File: src/rtl/register_file_sb.sv
// Multi-port register file with two write ports, a long-latency pending
// scoreboard, optional same-cycle write-to-read bypass and registered hazard status.
module register_file_sb #(
    parameter int unsigned Nloc   = 32,
    parameter int unsigned Dbits  = 32,
    parameter int unsigned Nread  = 2,
    parameter int unsigned Bypass = 1
) (
    input  logic                             clock,
    input  logic                             reset,
    input  logic [Nread*$clog2(Nloc)-1:0]    ReadAddr,
    output logic [Nread*Dbits-1:0]           ReadData,
    output logic [Nread-1:0]                 ReadBusy,
    input  logic                             Werf0,
    input  logic [$clog2(Nloc)-1:0]          WriteAddr0,
    input  logic [Dbits-1:0]                 WriteData0,
    input  logic                             Werf1,
    input  logic [$clog2(Nloc)-1:0]          WriteAddr1,
    input  logic [Dbits-1:0]                 WriteData1,
    input  logic                             PendSet,
    input  logic [$clog2(Nloc)-1:0]          PendAddr,
    output logic [$clog2(Nloc):0]            PendingCount,
    output logic                             WriteCollision
);

    localparam int unsigned Abits = $clog2(Nloc);
    localparam int unsigned Cbits = Abits + 1;

    logic [Dbits-1:0] rf [Nloc];
    logic [Nloc-1:0]  pend;
    logic [Nloc-1:0]  pend_nxt;
    logic [Cbits-1:0] pend_cnt_nxt;
    logic             we0_ok;
    logic             we1_ok;
    logic             collision_nxt;

    assign we0_ok        = Werf0 && (WriteAddr0 != '0);
    assign we1_ok        = Werf1 && (WriteAddr1 != '0);
    assign collision_nxt = we0_ok && we1_ok && (WriteAddr0 == WriteAddr1);

    // Next pending vector: a new issue (set) overrides a returning result (clear).
    always_comb begin
        pend_nxt = pend;
        if (we1_ok) begin
            pend_nxt[WriteAddr1] = 1'b0;
        end
        if (PendSet && (PendAddr != '0)) begin
            pend_nxt[PendAddr] = 1'b1;
        end
        pend_nxt[0] = 1'b0;
    end

    always_comb begin
        pend_cnt_nxt = '0;
        for (int unsigned i = 0; i < Nloc; i++) begin
            pend_cnt_nxt = pend_cnt_nxt + Cbits'(pend_nxt[i]);
        end
    end

    // Port 0 is assigned last so it wins a same-address collision.
    always_ff @(posedge clock or posedge reset) begin
        if (reset) begin
            for (int unsigned i = 0; i < Nloc; i++) begin
                rf[i] <= '0;
            end
        end else begin
            if (we1_ok) begin
                rf[WriteAddr1] <= WriteData1;
            end
            if (we0_ok) begin
                rf[WriteAddr0] <= WriteData0;
            end
        end
    end

    always_ff @(posedge clock or posedge reset) begin
        if (reset) begin
            pend           <= '0;
            PendingCount   <= '0;
            WriteCollision <= 1'b0;
        end else begin
            pend           <= pend_nxt;
            PendingCount   <= pend_cnt_nxt;
            WriteCollision <= collision_nxt;
        end
    end

    for (genvar g = 0; g < Nread; g++) begin : g_rd
        logic [Abits-1:0] ra;
        logic [Dbits-1:0] rd;
        logic             busy;

        assign ra = ReadAddr[g*Abits +: Abits];

        // Read mux: zero register, then port 0 bypass, port 1 bypass, storage.
        always_comb begin
            rd   = rf[ra];
            busy = pend[ra];
            if (reset || (ra == '0)) begin
                rd   = '0;
                busy = 1'b0;
            end else begin
                if ((Bypass != 0) && Werf0 && (WriteAddr0 == ra)) begin
                    rd = WriteData0;
                end else if ((Bypass != 0) && Werf1 && (WriteAddr1 == ra)) begin
                    rd = WriteData1;
                end
                if ((Bypass != 0) && Werf1 && (WriteAddr1 == ra)) begin
                    busy = 1'b0;
                end
            end
        end

        assign ReadData[g*Dbits +: Dbits] = rd;
        assign ReadBusy[g]                = busy;
    end

endmodule

File: config.mk
export PLATFORM = sky130hd
export DESIGN_NAME = register_file_sb
export DESIGN_NICKNAME = d
export VERILOG_FILES = /design/src/rtl/register_file_sb.sv
export SDC_FILE = /design/constraint.sdc
export NUM_CORES = 2
export LEC_CHECK = 0
export CAP_MARGIN = 20
export CORE_ASPECT_RATIO = 0.7
export CORE_UTILIZATION = 50
export DETAILED_ROUTE_END_ITERATION = 16
export HOLD_SLACK_MARGIN = 0.08
export PLACE_DENSITY = 0.71
export SLEW_MARGIN = 20
export SYNTH_ARGS = -nofsm -noshare
export SYNTH_HDL_FRONTEND = slang
export SYNTH_SLANG_ARGS = --single-unit
File: constraint.sdc
create_clock -name clock -period 39.7 [get_ports clock]
set_clock_uncertainty 0.2 [all_clocks]
set_input_delay 5.955 -clock clock [delete_from_list [all_inputs] [get_ports clock]]
set_output_delay 5.955 -clock clock [all_outputs]
set_load 0.01 [all_outputs]
Word level (Yosys, flattened, before mapping)
Cells that the tools add are included.
- flip-flop bits (word level): 1062
- input bits: 94
- output and inout port bits: 73
- logic and storage cells: 143
- add/sub/neg operators: 30
- $lt $le $gt $ge: 12
- eq/ne operators: 5
- muxes and demuxes: 34
- bitwise gates (word level): 7
- reductions and logical operators: 20
- operators with widths (cell ; number):
    bitwise mux 1024 bit ; 2
    2-to-1 mux 1024 bit ; 2
    2-to-1 mux 32 bit ; 14
    binary-select mux 32 bit (select 5 bit) ; 2
    demux 32 bit (select 5 bit) ; 2
    adder 6 x 1 -> 6 bit ; 25
    AND 32 bit ; 1
    inverter 32 bit ; 1
    OR 32 bit ; 1
    == test 5 bit ; 5
    >= comparator 6 bit, second input constant ; 4
    less-than comparator 5 x 6 -> 1 bit, second input constant ; 4
    inverter 5 -> 6 bit ; 4
    nonzero test 5 bit ; 3
    logical AND 1 bit ; 13
    less-than comparator 6 x 1 -> 1 bit, second input constant ; 2
    binary-select mux 1 bit (select 5 bit) ; 2
    demux 1 bit (select 5 bit) ; 2
    >= comparator 5 x 1 -> 1 bit, second input constant ; 2
    logical NOT 5 bit ; 2
    2-to-1 mux 1 bit ; 8
    adder 5 x 1 -> 6 bit ; 1
    adder 4 x 1 -> 5 bit ; 1
    adder 3 x 1 -> 4 bit ; 1
    3 further kinds ; 4

Depth between registers and ports, before layout
- depth in word-level cells: 39
- mapped depth: 22
- gate-level depth less buffers: 19

Least setup slack after synthesis
Ideal clock, no wire load.
- path type: input-to-output
- start point: input port reset
- end point: output port ReadData[24]
- data arrival time: 32.363 ns
- data required time: 33.545 ns
- path slack: 1.182 ns
- stages on the path: 6
- buffers on the path: 1
- cell sequence: inv_1 o31ai_1 a31oi_2 clkbuf_1 o221ai_1 o31ai_1
- word-level cells in the longest chain between the ends: 2
- ends and longest elaborated chain (element ; RTL line ; RTL):
    start: declaration ; 10 ; input logic reset,
    logical OR 1 bit ; 99 ; if (reset || (ra == '0)) begin
    2-to-1 mux 32 bit ; 99 ;
    end: declaration ; 12 ; output logic [Nread*Dbits-1:0] ReadData,
No other way between the ends.

Worst setup path after layout
- start point: input port ReadAddr[0]
- end point: output port ReadData[30]
- word-level cells in the longest chain between the ends: 7
- ends and longest elaborated chain (element ; RTL line ; RTL):
    start: declaration ; 11 ; input logic [Nread*$clog2(Nloc)-1:0] ReadAddr,
    inverter 5 -> 6 bit (not written as such) ; 97 ; rd = rf[ra];
    binary-select mux 32 bit (select 5 bit) ; 97 ;
    2-to-1 mux 32 bit (not written as such) (2 in a row) ; 97 ;
    2-to-1 mux 32 bit ; 105 ; end else if ((Bypass != 0) && Werf1 && (WriteAddr1 == ra)) begin
    2-to-1 mux 32 bit ; 103 ; if ((Bypass != 0) && Werf0 && (WriteAddr0 == ra)) begin
    2-to-1 mux 32 bit * ; 99 ;
Mark *: on every way between the ends. The rest lies on a longest branch, timed or not. The select of a mux whose other input is x is not followed.

==> run metrics <==
RSZ-0062 raised after global routing false; worst path bufs/invs 4; CTS sink count 1062; DP HPWL 145000 um; initial core utilization 50.3%; Overall Power 4.08 mW; Slew headroom 11.5%; final worst setup slack 22.55 ns; CP Data Required Time 33.55 ns; clk_lat worst skew 0.75 ns; die area 138000 sq um; yosys warns 0; Max IR drop VDD 0.103 mV; PortBufs 166; max-cap check violation count 0; Routed Antenna Nets 0; Layout Nets 6267; antenna violations before repair 12; Setup TNS 0 ns; CORE AREA 136000 sq um; hold slack 0.201 ns; CP top delay family buffers and inverters; first-pass GRT wire length 382000 um; Top Ports 167; CTS root buffer clkbuf_16; clk buf depth 3; flops & latches, synth 1062; Largest stage delay, worst path 0.94 ns; asr flop ratio synth 100%; Max Slew Vio Count 0; Setup crit start kind input port; Mapped Cells 6534; num rows 113; Seq/Total Area, Yosys 38.9%; CP Capture Type output pin; pin count of the biggest net entering global routing 150; Avg WL per Cell 33.0 um; Worst-Margin Slew 1.33 ns; CTS tree yes; period utilization 43.2%; post-place setup slack 22.77 ns; Die H 311 um; Post-CTS Setup Bufs 0; crit-path max FO 61; clock slew at reported path FFs 0.07 ns; WL final 264000 um; Post-Place Cells 7814; Synth Flop Type dfrtp_1; CTS resizes 0; Mapped Nets 6658; count of cell types in the netlist 67; router iterations before antenna repair 7; H-tree level count 3; crit path time final 17.15 ns; via count 57.3k; placer congestion estimate 0.969; fin area 74300 sq um; pwr/cell area 54.9 nW/um^2; number of synthesized flops with an enable pin 0; Max Freq 58.3 MHz; fin util 54.8%; layout cells sized above 1 15.7%; die width 444 um; syn_area_per_cell 10.4 sq um; number of vias per cell 7.14; setup violators final 0; number of DRC markers in iteration 0 10.0k; worst-path cell chain buf_8 > buf_4 > or2_2 > o31ai_1 > a31oi_4 > buf_4 > o221ai_1 > o31ai_1 > clkdlybuf4s50_1; Crit path arrival time 11.00 ns; fillers 11.4k; CP max-delay cell a31oi_4; vias in the first global route 55.1k; hold_buf cts 0; synth-to-layout area growth 8.87%; Post-DP Area 70300 sq um; Setup CP Type input port to output pin; worst hold path type flip-flop to flip-flop; final number of hold-violating endpoints 0; CTS Buf Count 108; Syn Std Cell Area 68300 sq um; gr ovfl total 0; Leak 32.6 nW; Cell Count, Final, Fillers Out 8022; outcome completed; Tot GR Track Use 37.6%; # DRC 0
## cell type report
type / instances / area, sq um / area share, %
clock buffer: 152 / 3150 / 4.24
clock inverter: 49 / 739 / 0.995
multi-input combinational: 4581 / 38300 / 51.6
inverter: 51 / 199 / 0.268
tap: 1782 / 2230 / 3.00
timing repair buffer: 339 / 3060 / 4.12
antenna: 6 / 15.0 / 0.0202
sequential: 1062 / 26600 / 35.8
## worst paths after layout
kind | startpoint | end | slack, ns | cells after the start
max | ReadAddr[0] | ReadData[30] | 22.55 | 9
min in group asynchronous | reset | rf[283] | 5.69 | 2
max in group asynchronous | reset | rf[370] | 30.54 | 5
min reg2reg | rf[1004] | rf[1004] | 0.20 | 0
max reg2reg | pend[28] | PendingCount[4] | 34.08 | 13
min | rf[1004] | rf[1004] | 0.20 | 0
## synth_stat cells, types with 6 or more instances
library cell | n | share of area [%]
o21ai_0 | 313 | 2.3
a22oi_1 | 28 | 0.31
buf_6 | 11 | 0.18
xnor2_1 | 19 | 0.24
mux4_2 | 472 | 16
o31ai_1 | 37 | 0.41
a211oi_1 | 62 | 0.68
o22ai_1 | 45 | 0.41
mux2_2 | 44 | 0.73
nand3_1 | 20 | 0.15
o221ai_1 | 83 | 1.1
buf_2 | 183 | 1.3
o21ai_1 | 8 | 0.059
mux2i_1 | 1123 | 16
clkbuf_1 | 516 | 2.8
nand2b_1 | 14 | 0.13
xor2_1 | 8 | 0.10
buf_1 | 45 | 0.25
or2_2 | 8 | 0.073
a32oi_1 | 103 | 1.3
fa_1 | 23 | 0.67
a22o_1 | 13 | 0.17
o21a_1 | 28 | 0.31
nor2b_1 | 52 | 0.48
nand2_1 | 396 | 2.2
ha_1 | 7 | 0.13
a21oi_1 | 748 | 5.5
inv_1 | 50 | 0.27
nor4_1 | 40 | 0.37
dfrtp_1 | 1062 | 39
and3_1 | 11 | 0.10
nor2_1 | 750 | 4.1
or3_1 | 6 | 0.055
clkbuf_2 | 17 | 0.12
buf_4 | 68 | 0.75
nor3_1 | 56 | 0.41
## logic make-up after synthesis
| logic type | synth area share [%] |
|---|---|
| multiplexers | 32.8 |
| AO/OA/AOI/OAI | 12.8 |
| AND/OR/NAND/NOR | 8.55 |
| flip-flops | 38.9 |
| buffers and inverters | 5.76 |
| adder cells (fa/ha/maj) | 0.803 |
| XOR/XNOR | 0.346 |
## placed cells by master (no fill, tap or decap), drive strengths merged, types with 6 or more instances in the layout
master,Yosys,final
o21ai,322,322
nor3,60,60
a22oi,28,28
o221ai,83,83
or3,6,6
nand2,398,398
dfrtp,1062,1062
bufinv,0,18
nand2b,14,14
inv,50,53
o22ai,45,45
diode,0,6
o21a,28,28
nand3,21,21
a32oi,103,103
clkinv,1,25
xnor2,19,19
o31ai,37,37
a211oi,62,62
xor2,8,8
a21oi,748,748
or2,9,9
mux2i,1123,1123
clkbuf,533,153
mux2,44,44
a22o,13,13
nor2b,52,52
ha,7,7
buf,307,180
nor2,755,755
and3,11,11
fa,23,23
mux4,472,472
clkdlybuf4s50,0,158
nor4,40,40
## power by group
group | internal, mW | total, mW | switching, mW
clock | 0.669 | 1.15 | 0.477
combinational | 0.680 | 1.32 | 0.640
sequential | 1.38 | 1.62 | 0.238
total | 2.73 | 4.08 | 1.36
## per-layer routing
| layer | global-route usage (%) | up-vias | share of wire (%) | routed length (um) |
|---|---|---|---|---|
| li1 | - | 23200 | - | - |
| met1 | 48.6 | 28100 | 36 | 95000 |
| met2 | 52.7 | 4888 | 41 | 109000 |
| met3 | 14.7 | 1167 | 15 | 40200 |
| met4 | 24.0 | 12 | 7.5 | 20000 |
| met5 | 0.173 | - | 0.041 | 108 |
## sequential cells by signal, indices dropped and copies added (netlist names)
register and flops:
pend 31, PendingCount 6, WriteCollision 1, rf 1024
Note: power is estimated with default switching activity, not from simulation.
